==> config.mk <==
export PLATFORM = sky130hd
export DESIGN_NAME = fifo_wr_ptr_ctrl
export DESIGN_NICKNAME = d
export VERILOG_FILES = /design/src/rtl/fifo_wr_ptr_ctrl.sv
export SDC_FILE = /design/constraint.sdc
export NUM_CORES = 1
export LEC_CHECK = 0
export BUFFER_PORTS_ARGS = -buffer_cell sky130_fd_sc_hd__buf_4
export CAP_MARGIN = 20
export CORE_MARGIN = 2
export CORE_UTILIZATION = 50
export CTS_BUF_LIST = sky130_fd_sc_hd__clkbuf_8
export CTS_CLUSTER_DIAMETER = 60
export DETAILED_ROUTE_END_ITERATION = 8
export PLACE_DENSITY = 0.77
export SLEW_MARGIN = 20
export SYNTH_ARGS = -nofsm -noshare
export SYNTH_HDL_FRONTEND = slang
export SYNTH_SLANG_ARGS = --single-unit
==> constraint.sdc <==
create_clock -name clk_i -period 5.7 [get_ports clk_i]
set_clock_uncertainty 0.1 [all_clocks]
set_input_delay 0 -clock clk_i [delete_from_list [all_inputs] [get_ports clk_i]]
set_output_delay 0 -clock clk_i [all_outputs]
set_load 0.1 [all_outputs]
==> src/rtl/fifo_wr_ptr_ctrl.sv <==
// Write-domain pointer and flag controller for an async FIFO.
// Only the registered gray write pointer crosses to the read domain.
module fifo_wr_ptr_ctrl #(
  parameter int unsigned ADDR_WIDTH     = 4,
  parameter int unsigned ALMOST_FULL_TH = 12
) (
  input  logic                  clk_i,
  input  logic                  rst_i,
  input  logic                  wr_en_i,
  input  logic [ADDR_WIDTH:0]   rptr_bin_sync_i,
  output logic                  mem_we_o,
  output logic [ADDR_WIDTH-1:0] mem_waddr_o,
  output logic [ADDR_WIDTH:0]   wptr_gray_o,
  output logic                  full_o,
  output logic                  almost_full_o,
  output logic [ADDR_WIDTH:0]   wr_level_o,
  output logic                  overflow_o
);

  localparam int unsigned PW = ADDR_WIDTH + 1;
  localparam logic [PW-1:0] DEPTH  = PW'(2 ** ADDR_WIDTH);
  localparam logic [PW-1:0] AF_TH  = PW'(ALMOST_FULL_TH);

  logic [PW-1:0] r_wptr_bin;
  logic [PW-1:0] r_wptr_gray;
  logic [PW-1:0] r_level;
  logic          r_full;
  logic          r_almost_full;
  logic          r_overflow;

  logic          w_wr_acc;
  logic [PW-1:0] w_wptr_bin_next;
  logic [PW-1:0] w_wptr_gray_next;
  logic [PW-1:0] w_level_next;

  // Acceptance uses the registered full flag, so a read advance seen this
  // cycle cannot admit a write until the flag has cleared.
  always_comb begin
    w_wr_acc         = wr_en_i & ~r_full;
    w_wptr_bin_next  = r_wptr_bin + {{ADDR_WIDTH{1'b0}}, w_wr_acc};
    w_wptr_gray_next = w_wptr_bin_next ^ (w_wptr_bin_next >> 1);
    w_level_next     = w_wptr_bin_next - rptr_bin_sync_i;
  end

  always_ff @(posedge clk_i or posedge rst_i) begin
    if (rst_i) begin
      r_wptr_bin    <= '0;
      r_wptr_gray   <= '0;
      r_level       <= '0;
      r_full        <= 1'b0;
      r_almost_full <= 1'b0;
      r_overflow    <= 1'b0;
    end else begin
      r_wptr_bin    <= w_wptr_bin_next;
      r_wptr_gray   <= w_wptr_gray_next;
      r_level       <= w_level_next;
      r_full        <= (w_level_next == DEPTH);
      r_almost_full <= (w_level_next >= AF_TH);
      r_overflow    <= wr_en_i & r_full;
    end
  end

  assign mem_we_o      = w_wr_acc;
  assign mem_waddr_o   = r_wptr_bin[ADDR_WIDTH-1:0];
  assign wptr_gray_o   = r_wptr_gray;
  assign full_o        = r_full;
  assign almost_full_o = r_almost_full;
  assign wr_level_o    = r_level;
  assign overflow_o    = r_overflow;

endmodule

After elaboration in Yosys (flattened, before gate mapping)
Index checks and enable logic that the tools add are counted.
{ "op_classes": {"addsub": 2, "n_lt_le_gt_ge": 1, "n_eq_ne": 1, "n_bitwise": 4} }
{ "ops": {"columns": ["op", "count"], "rows": [
  ["adder 5 x 1 -> 5 bit", 1],
  ["== test 5 bit, second input constant", 1],
  ["greater-or-equal comparator 5 x 4 -> 1 bit, second input constant", 1],
  ["subtractor 5 bit", 1],
  ["bitwise XOR 5 x 4 -> 5 bit", 1],
  ["AND 1 bit", 2],
  ["inverter 1 bit", 1]
]} }
{ "word_totals": {"reg_bits": 18, "inputBits": 8} }

Depth between registers and ports, before layout
{ "depth": {"ltp_word": 5, "depth_mapped": 10, "ltp_nobuf": 10} }

Worst setup path before layout
No wires, ideal clock.
{ "synth_timing": {"path_type": "reg2reg", "startpoint": "reg r_full, in the netlist full_o", "endpoint": "reg r_almost_full, in the netlist almost_full_o", "arrival_ns": 4.140, "required_ns": 5.481, "path_slack_ns": 1.341, "path_stages_with_launch": 10, "synth_period_minus_slack_ns": 4.359, "cell_sequence": "dfrtp_1 > nor2b_1 > ha_1 > ha_1 > xor2_1 > ha_1 > a21o_1 > a21oi_1 > xnor2_1 > a21bo_1"} }
{ "synth_between": {"elab_chain_len": 5} }
{ "synth_rtl": {"columns": ["element", "line", "source"], "rows": [
  ["from (decl)", "27", "logic r_full;"],
  ["from (signal assigned)", "57", "r_full <= (w_level_next == DEPTH);"],
  ["inverter 1 bit", "39", "w_wr_acc = wr_en_i & ~r_full;"],
  ["AND 1 bit", "39", null],
  ["named net mem_we_o", "11", "output logic mem_we_o,"],
  ["adder 5 x 1 -> 5 bit", "40", "w_wptr_bin_next = r_wptr_bin + {{ADDR_WIDTH{1'b0}}, w_wr_acc};"],
  ["named net w_wptr_bin_next[2]", "32", "logic [PW-1:0] w_wptr_bin_next;"],
  ["subtractor 5 bit", "42", "w_level_next = w_wptr_bin_next - rptr_bin_sync_i;"],
  ["greater-or-equal comparator 5 x 4 -> 1 bit", "58", "r_almost_full <= (w_level_next >= AF_TH);"],
  ["to (signal assigned)", "58", null],
  ["to (decl)", "28", "logic r_almost_full;"]
]} }
The timed path passes the listed nets, and every way through them passes these cells.

Final worst setup path
{ "layout_timing": {"startpoint": "in wr_en_i", "endpoint": "reg r_almost_full, in the netlist almost_full_o"} }
{ "layout_between": {"elab_chain_len": 4} }
{ "layout_rtl": {"columns": ["element", "line", "source"], "rows": [
  ["from (decl)", "9", "input logic wr_en_i,"],
  ["AND 1 bit", "39", null],
  ["adder 5 x 1 -> 5 bit", "40", null],
  ["named net w_wptr_bin_next[2]", "32", null],
  ["subtractor 5 bit", "42", null],
  ["greater-or-equal comparator 5 x 4 -> 1 bit", "58", null]
]} }
The timed path passes the listed nets, and every way through them passes these cells.

==> results.cfg <==
[grt]
first_global_vias = 513
grt_use_total = 0.170
grt_start_max_net_pins = 18
total_congestion_overflow = 0
grt_antenna_before_repair = 0
grt_first_pass_wirelength_mm = 2.26

[die]
core_um2 = 1350
io_pins = 26
initial_util = 0.555
fp.dieH_um = 42.7
fp.dieW_um = 42.7
floorplan.die_area_um2 = 1820
placement_rows = 13

[clock_tree]
post_cts_buffers = 0
clkSinkCount = 17
worst_setup_hold_path_clk_slew_ns = 0.06
h-tree-depth = 1
clockRootBuffer = clkbuf_8
cts_tree = done
clock_tree.buffer_depth = 2
numCtsBuffers = 3
insertion_delay_ns = 0.24

[synth]
async_set_reset_flop_share_out_of_synthesis = 1.00
most_numerous_cell_in_the_yosys_netlist = dfrtp_1
ys.warnings.count = 0
syn-instance-count = 60
synth_area_per_cell_um2 = 12.5
post_synth_most_frequent_cells = dfrtp_1 (17), inv_1 (14), ha_1 (6)
number_of_synthesized_flops_with_an_enable_pin = 0
synth_top_cell_by_area = dfrtp_1
netlist_area_um2 = 749
synth_nets = 75
synthTopCellsByArea = dfrtp_1 (57%), ha_1 (10%), inv_1 (7.0%)
post_synthesis_sequential_area_ratio = 0.568
synth.lib_cells_used.distinct = 15
synth_top_area_share = 0.568
synth.ff_latch_count = 17
most_used_flip_flop_cell_after_synthesis = dfrtp_1

[setup_path]
crit_slowest_cell = dlygate4sd3_1
worst_ep_arrival_time_ns = 2.74
critical-path-top-cell-by-count = ha_1
crit_type = in -> reg
critical-path-max-stage-delay_ns = 0.54
crit_path_required_time_ns = 5.73
cpLargestDelayFamily = adder cells
nature_of_the_critical_path_endpoint = flop
critPathMaxFanout = 4
crit_path_start_kind = input port
critPathBufInv = 2
cells_along_the_critical_path = dlygate4sd3_1 > buf_4 > nor2b_1 > ha_1 > ha_1 > xor2_1 > ha_1 > a21o_1 > a21oi_1 > xnor2_1 > a21bo_1

[route]
drt_iter0_markers = 1
vias_per_cell = 4.54
detail_route.wirelength_mm = 1.23
wl_per_cell_um = 11.5
detailroute.via_count = 486
final_antenna_net_count = 0
first_pass_iters = 2
remaining_drc_errors = 0

[timing]
maxSlewViolCount = 0
tns_ns = 0
setup_viol_count_final = 0
layout_min_cycle_time_ns = 2.71
timing.final.ws_setup_ns = 2.99
worst_slew_pin_slew_ns = 0.620
report.final.hold_viol_count = 0
slew-limit-headroom = 0.586
min_period_over_period = 0.476
fmax_mhz = 369
rsz0062_at_grt = no

[layout]
multi_input_comb_area_um2 = 272
fillCellCount = 106
insertedDiodeCount = 0
share_of_post_route_cells_with_drive_strength_above_1 = 0.326
finish.cell_count_without_fillers = 107
sequential_cell_area_um2 = 425
areaGrowthSynthToFinish_pct = 37.6
layout_net_count = 108

[flow_run]
cap_violations = 0

[place]
place_congestion = 0.704
detailedPlace.worstSlack_ns = 3.03
detailed_place_hpwl_um = 967
port_buffers = 25
dp.cells = 100

[hold_path]
worst_hold_path_type = in -> reg

[outcome]
outcome = finished, final reports clean
==> worst register-to-register path: cells and delay by family (launching register included) <==
kind | cells | cell delay, ns
xor+xnor | 2 | 0.59
simple gates | 1 | 0.16
flops | 1 | 0.39
fa+ha+maj | 3 | 0.77
compound gates | 3 | 0.56
==> logic make-up after synthesis <==
family,share of synthesized area
AOI/OAI and AO/OA,0.0467
xor gates and xnor gates,0.139
adders and majority gates,0.127
buffers and inverters,0.0701
DFF,0.568
and+or+nand+nor,0.0501
==> sequential cells by signal, summed over array words and instances, names as in the netlist <==
signal / flops
wptr_gray_o: 4
r_wptr_bin: 5
overflow_o: 1
almost_full_o: 1
wr_level_o: 5
full_o: 1
==> metrics by stage <==
| step | utilization | cell area [um^2] | hold WS, ns |
|---|---|---|---|
| 4_1_cts | 0.764 | 1030 | 0.0265 |
| 3_5_place_dp | 0.708 | 956 | 0.0136 |
| 5_1_grt | 0.764 | 1030 | 0.0347 |
| 2_1_floorplan | - | 749 | -0.174 |
| 6_report | 0.764 | 1030 | 0.0293 |
| 3_3_place_gp | 0.708 | 956 | 0.00679 |
==> worst paths after layout <==
kind	from	slack (ns)	cells past startpoint	to
worst min-delay path	rptr_bin_sync_i[1]	0.03	3	wr_level_o[1]
worst min register to register	full_o	0.44	1	overflow_o
max in group asynchronous	rst_i	4.81	3	r_wptr_bin[0]
min in group asynchronous	rst_i	0.29	3	wptr_gray_o[0]
worst max-delay path	wr_en_i	2.99	11	almost_full_o
worst max register to register	full_o	3.01	9	almost_full_o
==> routing by layer <==
layer | GRT usage | part of all wire | vias to the layer above
met5 | 0 | 0 | -
met4 | 0.0938 | 0.011 | 0
met3 | 0.0298 | 0.058 | 2
met2 | 0.276 | 0.50 | 15
met1 | 0.211 | 0.43 | 222
li1 | - | - | 247
==> cell usage in the layout (no fill, tap or decap), types with 2 or more instances in the layout <==
master	count
buf_4	25
dfrtp_1	17
inv_1	15
ha_1	6
xor2_1	5
xnor2_1	5
clkbuf_8	3
dlygate4sd3_1	3
a21o_1	2
a21oi_1	2
nand3_1	2
==> layout make-up <==
type,instances,share of cell area
Clock buffer,3,0.0400
Clock inverter,1,0.00364
Inverter,14,0.0510
Multi-Input combinational cell,29,0.263
Sequential cell,17,0.413
Tap cell,15,0.0182
Timing Repair Buffer,28,0.211
==> repair_timing <==
action | 4_1_cts | 5_1_grt
gates resized for setup | 0 | 0
hold endpoints to repair | 19 | 0
hold buffers | 3 | 0
Power is left out: the tool's default activity adds up to more than one toggle a clock period on the data nets, which glitch-free logic cannot reach.
